## src/rtl/serial_adder_if.sv

```systemverilog
// Start/done handshake and operand/result bus for the bit-serial adder.
interface serial_adder_if #(
  parameter int WIDTH = 8
);
  logic             start;
  logic [WIDTH-1:0] a;
  logic [WIDTH-1:0] b;
  logic             busy;
  logic             done;
  logic [WIDTH-1:0] sum;
  logic             cout;

  modport master (output start, a, b, input busy, done, sum, cout);
  modport slave  (input start, a, b, output busy, done, sum, cout);
endinterface

```

## src/rtl/serial_adder.sv

```systemverilog
// Bit-serial adder: a full adder built from two half adders adds two
// WIDTH-bit operands LSB-first, one bit per clock, under start/done.

module half_adder (
  input  logic i_a,
  input  logic i_b,
  output logic o_s,
  output logic o_c
);
  assign o_s = i_a ^ i_b;
  assign o_c = i_a & i_b;
endmodule

// state | meaning
// IDLE  | waiting for start; sum/cout hold the last result
// RUN   | one operand bit pair added per edge, LSB first
// DONE  | one-cycle done pulse; result already on sum/cout
module serial_adder #(
  parameter int WIDTH = 8
) (
  input  logic          clk,
  input  logic          rst,
  serial_adder_if.slave bus
);
  localparam int CW = (WIDTH > 1) ? $clog2(WIDTH) : 1;

  typedef enum logic [1:0] {
    S_IDLE = 2'd0,
    S_RUN  = 2'd1,
    S_DONE = 2'd2
  } state_t;

  state_t           r_state;
  state_t           w_next_state;
  logic [WIDTH-1:0] r_op_a;
  logic [WIDTH-1:0] r_op_b;
  logic [WIDTH-1:0] r_psum;
  logic [WIDTH-1:0] r_sum;
  logic             r_cout;
  logic             r_carry;
  logic [CW-1:0]    r_count;

  logic             w_s0;
  logic             w_c0;
  logic             w_s;
  logic             w_c1;
  logic             w_carry_next;
  logic [WIDTH-1:0] w_psum_next;
  logic             w_last;

  half_adder u_ha0 (.i_a(r_op_a[0]), .i_b(r_op_b[0]), .o_s(w_s0), .o_c(w_c0));
  half_adder u_ha1 (.i_a(w_s0),      .i_b(r_carry),   .o_s(w_s),  .o_c(w_c1));

  assign w_carry_next = w_c0 | w_c1;
  assign w_last       = (r_count == CW'(WIDTH - 1));

  // New sum bit enters at the MSB so after WIDTH shifts bit 0 sits at the LSB.
  generate
    if (WIDTH == 1) begin : g_psum_w1
      assign w_psum_next = w_s;
    end else begin : g_psum_wn
      assign w_psum_next = {w_s, r_psum[WIDTH-1:1]};
    end
  endgenerate

  // State register.
  always_ff @(posedge clk) begin
    if (rst) r_state <= S_IDLE;
    else     r_state <= w_next_state;
  end

  // Next-state decode; start is only looked at in IDLE.
  always_comb begin
    w_next_state = r_state;
    case (r_state)
      S_IDLE:  if (bus.start) w_next_state = S_RUN;
      S_RUN:   if (w_last)    w_next_state = S_DONE;
      S_DONE:  w_next_state = S_IDLE;
      default: w_next_state = S_IDLE;
    endcase
  end

  // Datapath: operand capture, bit-serial add, result load on the last bit.
  always_ff @(posedge clk) begin
    if (rst) begin
      r_op_a  <= '0;
      r_op_b  <= '0;
      r_psum  <= '0;
      r_sum   <= '0;
      r_cout  <= 1'b0;
      r_carry <= 1'b0;
      r_count <= '0;
    end else begin
      case (r_state)
        S_IDLE: begin
          if (bus.start) begin
            r_op_a  <= bus.a;
            r_op_b  <= bus.b;
            r_carry <= 1'b0;
            r_count <= '0;
          end
        end
        S_RUN: begin
          r_op_a  <= r_op_a >> 1;
          r_op_b  <= r_op_b >> 1;
          r_carry <= w_carry_next;
          r_psum  <= w_psum_next;
          r_count <= r_count + CW'(1);
          if (w_last) begin
            r_sum  <= w_psum_next;
            r_cout <= w_carry_next;
          end
        end
        default: ;
      endcase
    end
  end

  // Handshake outputs are decoded from the registered state.
  always_comb begin
    bus.busy = (r_state != S_IDLE);
    bus.done = (r_state == S_DONE);
    bus.sum  = r_sum;
    bus.cout = r_cout;
  end
endmodule

```

## src/flat_wrapper.sv

```systemverilog
// flat-port wrapper written by rule: the top's interface ports become plain ports
module serial_adder_flat 
#(
  parameter int WIDTH = 8
)
  (clk, rst, bus_start, bus_a, bus_b, bus_busy, bus_done, bus_sum, bus_cout);
  serial_adder_if #(.WIDTH(WIDTH)) bus_i ();
  input  logic clk;
  input  logic rst;
  input wire logic [$bits(bus_i.start)-1:0] bus_start;
  input wire logic [$bits(bus_i.a)-1:0] bus_a;
  input wire logic [$bits(bus_i.b)-1:0] bus_b;
  output wire logic [$bits(bus_i.busy)-1:0] bus_busy;
  output wire logic [$bits(bus_i.done)-1:0] bus_done;
  output wire logic [$bits(bus_i.sum)-1:0] bus_sum;
  output wire logic [$bits(bus_i.cout)-1:0] bus_cout;
  assign bus_i.start = bus_start;
  assign bus_i.a = bus_a;
  assign bus_i.b = bus_b;
  assign bus_busy = bus_i.busy;
  assign bus_done = bus_i.done;
  assign bus_sum = bus_i.sum;
  assign bus_cout = bus_i.cout;
  serial_adder #(.WIDTH(WIDTH)) u_core (.clk(clk), .rst(rst), .bus(bus_i));
endmodule
```

## config.mk

```make
export PLATFORM = sky130hd
export DESIGN_NAME = serial_adder_flat
export DESIGN_NICKNAME = d
export VERILOG_FILES = /design/src/rtl/serial_adder_if.sv /design/src/rtl/serial_adder.sv /design/src/flat_wrapper.sv
export SDC_FILE = /design/constraint.sdc
export NUM_CORES = 1
export LEC_CHECK = 0
export BUFFER_PORTS_ARGS = -buffer_cell sky130_fd_sc_hd__buf_2
export CAP_MARGIN = 20
export CORE_UTILIZATION = 57
export CTS_CLUSTER_DIAMETER = 80
export DETAILED_ROUTE_END_ITERATION = 8
export GPL_ROUTABILITY_DRIVEN = 1
export HOLD_SLACK_MARGIN = 0.03
export PLACE_DENSITY = 0.82
export SYNTH_ARGS = -nofsm -noshare
export SYNTH_HDL_FRONTEND = slang
export SYNTH_HIERARCHICAL = 1
export SYNTH_SLANG_ARGS = --single-unit
```

## constraint.sdc

```tcl
create_clock -name clk -period 2.63 [get_ports clk]
set_input_delay 0.6575 -clock clk [delete_from_list [all_inputs] [get_ports clk]]
set_output_delay 0.6575 -clock clk [all_outputs]
set_load 0.05 [all_outputs]
```

==> metrics.txt, run 1 <==
Synth area leaders dfxtp_1 49%, o221a_2 10%, a21oi_1 9.9%, nand2_1 5.8%, inv_1 3.8%; initial antenna violation count 0; Worst setup SP type flip-flop; DRC Markers 0; # rows 18; Synth Flop Type dfxtp_1; top-count cell post-synth dfxtp_1; Final Max Slew Viols 0; max incr delay on CP 560 ps; synthesized net count 196; final period utilization 0.766; PwrDens 708 nW/um^2; total number of vias 1289; Worst-path clk slew 110 ps; Final Hold Fails 0; Slew HR 0.534; layout cells sized above 1 0.269; CP Max Fanout 9; Final min period 2020 ps; Top Family by Delay on Critical Path flip-flops; cts repair resizes 0; Antenna diodes 0; Critical Path RT 1970 ps; global placer's final weighted congestion 0.800; status finished, final reports clean; TritonCTS Buffers 5; global-route wire length before repair 4.83 mm; core area 2520 um^2; GR Overflow Total 0; Slowest-stage cell, CP dfxtp_1; sequential share of the synthesized area 0.487; setup bufs post-CTS 0; Yosys top cell area share 0.487; Hold Path Cell Cnt 2; First DRT Iteration DRCs 39; worst path arrival time 1360 ps; clk sinks 38; RSZ-0062 raised after global routing false; Post-Synthesis Cells 173; mapped cell area 1560 um^2; Critical Path End Type output port; WP buf/inv 1; die area 2950 um^2; combinational power share 0.089; Sw Pwr 0.276 mW; crit-path cells nor2b_1, buf_2; cell leakage power 0.740 nW; clk_skew 14.1 ps; hold buffer count at CTS 0; Clock Power Share 0.415; I/O Buffers 29; synth warn 6; VDD IR-drop max 729 uV; drt pass-1 iters 4; layout net count 219; DR WL/cell 13.9 um; clock root buffer clkbuf_4; largest net degree at the start of global routing 39; setup tns final 0 ps; H-tree level count 2; Filler Cell Count 199; initial core utilization 0.619; Syn-to-layout area delta 12.7%; die height 54.3 um; Seq cells post-synth 38; via-per-instance ratio 5.68; vias in the first global route 1122; area of the multi-input gates 646 um^2; asr flop ratio synth 0; Post-DP HPWL 2.10 mm; CP Class flip-flop to output port; Max Fclk 496 MHz; critical path depth 2; switching share of power 0.221; Die Wd 54.3 um; Post-synth EDFFs 0; Detail Route Antenna Nets 0; final WL 3.15 mm; Least-Margin Pin Slew 698 ps; mean post-synth cell area 9.03 um^2; worst-skew pair later-pin latency 350 ps; Hold Crit Class flip-flop to flip-flop; CTS tree done; internal power 0.971 mW; biggest area consumer among synthesized cells dfxtp_1; CTS Buffer Depth 2; Setup-failing EPs final 0; Synth top cells by count 38 x dfxtp_1, 31 x a21oi_1, 24 x nand2_1; register area 761 um^2; global-route usage over all layers 0.236; max cap viols 0; Min Hold Slack 461 ps; cells on worst reg2reg path 5; Unique masters post-synth 24; Flop pwr share 0.496; I/O pin cnt 30
-- worst paths after layout --
check	start	endpoint	slack, ps
hold / removal	u_core/bus.sum[5]	u_core/bus.sum[5]	460
setup reg to reg	u_core/r_count[0]	u_core/bus.cout	900
hold reg to reg	u_core/bus.sum[5]	u_core/bus.sum[5]	460
setup / recovery	u_core/r_state[1]	bus_done	610
-- worst reg2reg max path, stage by stage, from the launching register on --
cell and delay (ps):
dfxtp_1 390, ha_1 160, ha_1 380, nand3b_1 350, nor3_1 250, nor3_1 70
-- layer usage --
metal	GRT usage	part of all wire	up-vias
met5	0	0	-
met4	0.132	0.019	0
met3	0.0583	0.045	7
met2	0.378	0.48	36
met1	0.288	0.46	600
li1	-	-	646
-- logic make-up after synthesis --
kind of cell    share of synthesized area
compound gates                      0.232
simple gates                        0.143
flops                               0.487
buf+inv                            0.0994
fa+ha+maj                          0.0321
mux                               0.00641
-- power by group through the flow --
stage / Clock (mW) / Combinational (mW) / Sequential, mW
final: 0.518 / 0.111 / 0.619
after global placement: 0 / 0.103 / 0.629
after CTS: 0.527 / 0.111 / 0.618
after global routing: 0.548 / 0.122 / 0.622
after detailed placement: 0 / 0.110 / 0.631
after floorplan: 0 / 0.0930 / 0.625
-- cell usage in the layout (no fill, tap or decap) --
cell type and count:
o21bai_1 1, nor2b_4 1, mux2i_1 1, nand3_1 8, nor3_1 3, a21oi_1 31, ha_1 4, dfxtp_1 38
bufinv_16 2, nor3b_1 1, clkbuf_8 1, a22oi_1 4, o21ai_0 1, buf_2 29, inv_1 16, nand2b_1 1
nand3b_1 1, nor2_2 1, o221a_2 14, clkbuf_4 5, nand2_1 24, a211oi_1 1, nor2b_1 1, nor2_1 8
-- state kept, by name, summed over array words and instances, names as in the netlist --
register         flops
u_core/bus.cout      1
u_core/bus.sum       8
u_core/r_carry       1
u_core/r_count       3
u_core/r_op_a        8
u_core/r_op_b        8
u_core/r_psum        7
u_core/r_state       2
-- metrics by stage --
step	setup slack, ps	util	power [mW]	instance area, um^2	std cells
after global placement	983	0.654	0.733	1650	219
after floorplan	823	-	0.718	1560	173
after CTS	597	0.698	1.26	1760	227
after detailed placement	930	0.654	0.742	1650	219
after global routing	526	0.698	1.29	1760	227
final	615	0.698	1.25	1760	227
-- area by class of cell --
class / count / share of cell area
tap: 30 / 0.0213
clock buffer: 6 / 0.0291
clock inverter: 2 / 0.0341
multi-input combinational: 106 / 0.367
timing repair buffer: 29 / 0.0824
sequential: 38 / 0.432
inverter: 16 / 0.0341
(Power assumes the default switching activity.)
==> inputs of run 2 (changes only) <==
--- a/config.mk
+++ b/config.mk
@@ -7,12 +7,12 @@
 export LEC_CHECK = 0
 export BUFFER_PORTS_ARGS = -buffer_cell sky130_fd_sc_hd__buf_2
 export CAP_MARGIN = 20
-export CORE_UTILIZATION = 57
+export CORE_UTILIZATION = 48
 export CTS_CLUSTER_DIAMETER = 80
 export DETAILED_ROUTE_END_ITERATION = 8
 export GPL_ROUTABILITY_DRIVEN = 1
 export HOLD_SLACK_MARGIN = 0.03
-export PLACE_DENSITY = 0.82
+export PLACE_DENSITY = 0.74
 export SYNTH_ARGS = -nofsm -noshare
 export SYNTH_HDL_FRONTEND = slang
 export SYNTH_HIERARCHICAL = 1
==> constraint.sdc (replaced) <==
create_clock -name clk -period 1.8 [get_ports clk]
set_input_delay 0.45 -clock clk [delete_from_list [all_inputs] [get_ports clk]]
set_output_delay 0.45 -clock clk [all_outputs]
set_load 0.05 [all_outputs]
==> metrics.txt, run 2 (same netlist as run 1, synthesis figures left out) <==
status finished, final reports clean; Post-DP HPWL 2.05 mm; DRC Markers 0; I/O Buffers 29; initial antenna violation count 0; layout net count 223; Final min period 1680 ps; RSZ-0062 raised after global routing false; TritonCTS Buffers 5; clk_skew 6.92 ps; combinational power share 0.100; drt pass-1 iters 4; layout cells sized above 1 0.294; # rows 20; register area 763 um^2; via-per-instance ratio 5.26; CTS tree done; Worst-path clk slew 120 ps; global placer's final weighted congestion 0.723; worst path arrival time 1230 ps; CTS Buffer Depth 2; CP Max Fanout 9; initial core utilization 0.507; Critical Path RT 1350 ps; internal power 1.24 mW; Syn-to-layout area delta 13.8%; setup tns final 0 ps; Least-Margin Pin Slew 482 ps; final WL 3.07 mm; First DRT Iteration DRCs 45; hold buffer count at CTS 0; Critical Path End Type output port; global-route wire length before repair 5.15 mm; Filler Cell Count 294; largest net degree at the start of global routing 35; Hold Crit Class input port to flip-flop; most frequent cells in the layout 36 x dfxtp_1, 31 x a21oi_1, 29 x buf_2, 24 x nand2_1, 16 x inv_1; Max Fclk 597 MHz; worst-skew pair later-pin latency 360 ps; Final Max Slew Viols 0; clock root buffer clkbuf_4; Antenna diodes 0; Flop pwr share 0.549; VDD IR-drop max 586 uV; Die Wd 59.0 um; Setup-failing EPs final 0; pre-CTS setup slack 363 ps; dpl cells 237; Detail Route Antenna Nets 0; Sw Pwr 0.407 mW; Worst setup SP type flip-flop; DR WL/cell 12.5 um; die height 59.0 um; Final Hold Fails 0; die area 3490 um^2; area of the multi-input gates 646 um^2; Post-Layout Cell Count 245; cell leakage power 0.747 nW; GR Overflow Total 0; H-tree level count 2; CP Class flip-flop to output port; total number of vias 1288; core area 3080 um^2; global-route usage over all layers 0.203; max cap viols 0; I/O pin cnt 30; vias in the first global route 1130; Clock Power Share 0.352; switching share of power 0.247; Min Hold Slack 343 ps; post-layout worst setup margin 124 ps; Slew HR 0.678; PwrDens 927 nW/um^2; final period utilization 0.931; clk sinks 38; most common cell after layout, fill and taps aside dfxtp_1
==> run 2: cell types whose count changed in the layout (fill, tap and decap cells not counted), sizes merged <==
cell,delta
bufinv,-1
clkbuf,-1
clkinv,+2
buf,+4
==> run 2: critical path, cell delays in order, from the launching register on <==
cell	delay (ps)
dfxtp_2	450
nor2b_1	150
buf_2	270
==> run 2: final timing paths <==
kind	cells past startpoint	slack [ps]	startpoint	to
min reg2reg	2	460	u_core/bus.sum[3]	u_core/bus.sum[3]
max reg2reg	5	370	u_core/r_count[0]	u_core/bus.cout
min	2	340	bus_b[4]	u_core/r_op_b[4]
max	2	120	u_core/r_state[1]	bus_done
==> run 2: cell type report <==
type | instances | area share
sequential | 38 | 0.430
multi-input combinational | 106 | 0.363
timing repair buffer | 33 | 0.0986
inverter | 16 | 0.0338
tap | 44 | 0.0310
clock inverter | 3 | 0.0225
clock buffer | 5 | 0.0211
==> run 2: repair_timing <==
| action | 4_1_cts | 5_1_grt |
|---|---|---|
| setup buffers | 0 | 0 |
| resized for setup | 1 | 1 |
| setup endpoints to repair | 1 | 1 |
| gates cloned | 0 | 0 |
| hold endpoints to repair | 0 | 0 |
==> run 2: per-layer routing <==
metal	vias to the layer above	global-route usage	part of all wire
li1	654	-	-
met1	587	0.281	0.48
met2	37	0.282	0.43
met3	10	0.0480	0.065
met4	0	0.133	0.026
met5	-	0	0
==> run 2: power by group through the flow <==
stage               sequential [mW]  combinational, mW  clock, mW
floorplan                     0.913              0.136          0
global placement              0.920              0.158          0
detailed placement            0.923              0.165          0
CTS                           0.904              0.166      0.584
global route                  0.910              0.185      0.629
finish                        0.904              0.164      0.579
==> run 2: metrics by stage <==
step	cell area [um^2]	util	total power [mW]
6_report	1780	0.577	1.65
5_1_grt	1780	0.577	1.72
4_1_cts	1780	0.577	1.65
3_5_place_dp	1700	0.551	1.09
3_3_place_gp	1700	0.551	1.08
2_1_floorplan	1560	-	1.05
==> inputs of run 3 (changes only) <==
--- a/config.mk
+++ b/config.mk
@@ -15,5 +15,4 @@
 export PLACE_DENSITY = 0.74
 export SYNTH_ARGS = -nofsm -noshare
 export SYNTH_HDL_FRONTEND = slang
-export SYNTH_HIERARCHICAL = 1
 export SYNTH_SLANG_ARGS = --single-unit
==> metrics.txt, run 3 <==
asr flop ratio synth 0; core area 3030 um^2; CTS tree done; worst-skew pair later-pin latency 340 ps; Die Wd 58.2 um; Unique masters post-synth 26; Hold Crit Class input port to flip-flop; Syn-to-layout area delta 14.7%; mean post-synth cell area 8.10 um^2; Slew HR 0.670; # rows 20; PwrDens 846 nW/um^2; clk_skew 3.75 ps; H-tree level count 2; max cap viols 0; worst setup path endpoint bus_busy; Worst setup SP type flip-flop; largest net degree at the start of global routing 26; biggest area consumer among synthesized cells dfxtp_1; die area 3380 um^2; Least-Margin Pin Slew 494 ps; TritonCTS Buffers 5; DR WL/cell 10.8 um; Critical Path RT 1350 ps; status finished, final reports clean; CP Launch Point u_core.r_state[0]; Filler Cell Count 286; sequential share of the synthesized area 0.502; GR Overflow Total 0; Final Total Pwr 1.47 mW; initial antenna violation count 0; Setup-failing EPs final 0; die height 58.2 um; Post-Layout Cell Count 258; Antenna diodes 0; I/O pin cnt 30; cells on worst reg2reg path 5; First DRT Iteration DRCs 53; global-route wire length before repair 5.00 mm; Post-DP Area 1690 um^2; clk sinks 38; global placer's final weighted congestion 0.720; Seq cells post-synth 38; drt pass-1 iters 6; Final Hold Fails 0; vias in the first global route 1138; Final min period 1690 ps; setup bufs post-CTS 0; CP Class flip-flop to output port; RSZ-0062 raised after global routing false; VDD IR-drop max 361 uV; global-route usage over all layers 0.195; Detail Route Antenna Nets 0; mapped cell area 1510 um^2; top-count cell post-synth nor2_1; Synth Flop Type dfxtp_1; Synth area leaders dfxtp_1 50%, nor2_1 12%, a21oi_1 6.0%, nor4_1 5.8%, nand2_1 5.7%; CP Max Fanout 12; total number of vias 1328; Critical Path End Type output port; most frequent cells in the layout 47 x nor2_1, 36 x dfxtp_1, 29 x buf_2, 23 x nand2_1, 18 x a21oi_1; Post-synth EDFFs 0; most common cell after layout, fill and taps aside nor2_1; via-per-instance ratio 5.15; final WL 2.78 mm; synth warn 0; cts repair resizes 0; Post-DP HPWL 1.82 mm; layout cells sized above 1 0.206; fin area 1740 um^2; Max Fclk 593 MHz; worst path arrival time 1240 ps; layout net count 236; r2r setup slk 430 ps; cell leakage power 0.733 nW; CTS Buffer Depth 2; Post-Synthesis Cells 187; DRC Markers 0; initial core utilization 0.500; I/O Buffers 29; Yosys top cell area share 0.502; setup tns final 0 ps; hold buffer count at CTS 0; synthesized net count 209; final period utilization 0.938; Worst-path clk slew 100 ps; Final Max Slew Viols 0; Synth top cells by count 47 x nor2_1, 38 x dfxtp_1, 23 x nand2_1; reg2reg end u_core.bus.sum[6]; Reg-to-Reg Start u_core.r_count[0]; dpl cells 251; clock root buffer clkbuf_4
## run 3: cell count changes after synthesis, sizes merged, moves of 2 or more
| cell | delta |
|---|---|
| nor2 | +39 |
| inv | -15 |
| nor4 | +14 |
| o221a | -14 |
| a21oi | -13 |
| ha | -2 |
| nand3b | +2 |
| nor3 | -2 |
## run 3: cell type report
cell class | instances | area, um^2 | share of cell area
Clock buffer | 7 | 45.0 | 0.0259
Inverter | 1 | 3.75 | 0.00216
Multi-Input combinational cell | 134 | 674 | 0.388
Sequential cell | 38 | 763 | 0.439
Tap cell | 44 | 55.1 | 0.0317
Timing Repair Buffer | 34 | 195 | 0.112
## run 3: how the worst min path moves through the flow
stage                            startpoint                 to  slack [ps]  cells past startpoint
after floorplan            u_core.r_psum[1]   u_core.r_psum[1]         440                      2
after global placement    u_core.bus.sum[2]  u_core.bus.sum[2]         440                      2
after detailed placement  u_core.bus.sum[1]  u_core.bus.sum[1]         440                      2
after CTS                          bus_b[7]   u_core.r_op_b[7]         350                      3
after global routing               bus_a[5]   u_core.r_op_a[5]         360                      3
final                              bus_b[7]   u_core.r_op_b[7]         370                      3
## run 3: metrics by stage
step           utilization  setup slack [ps]  hold WS [ps]
2_1_floorplan            -               146           437
3_3_place_gp         0.558               277           441
3_5_place_dp         0.558               248           445
4_1_cts              0.573              44.1           354
5_1_grt              0.574              31.3           357
6_report             0.574               112           366
## run 3: cell families after synthesis
family / count (synthesis) / synth area share
AO/OA/AOI/OAI: 25 / 0.0926
adder cells (fa/ha/maj): 3 / 0.0297
buffers and inverters: 15 / 0.0521
flip-flops: 38 / 0.502
multiplexers: 2 / 0.0132
AND/OR/NAND/NOR: 104 / 0.310
## run 3: power breakdown
group / internal (mW) / switching, mW
logic: 0.0666 / 0.0910
clock network: 0.147 / 0.262
registers: 0.878 / 0.0235
total: 1.09 / 0.376
## run 3: critical path, cell delays in order (launching register included)
cell and delay [ps]:
dfxtp_2 390, or2_2 300, buf_2 210
## run 3: metal layers
| metal | wire, um | vias to the layer above | share of wire | track usage |
|---|---|---|---|---|
| met2 | 1210 | 24 | 0.44 | 0.278 |
| met3 | 144 | 5 | 0.052 | 0.0737 |
| met5 | 0 | - | 0 | 0 |
| met4 | 40 | 0 | 0.014 | 0.0714 |
| li1 | - | 684 | - | - |
| met1 | 1380 | 615 | 0.50 | 0.268 |
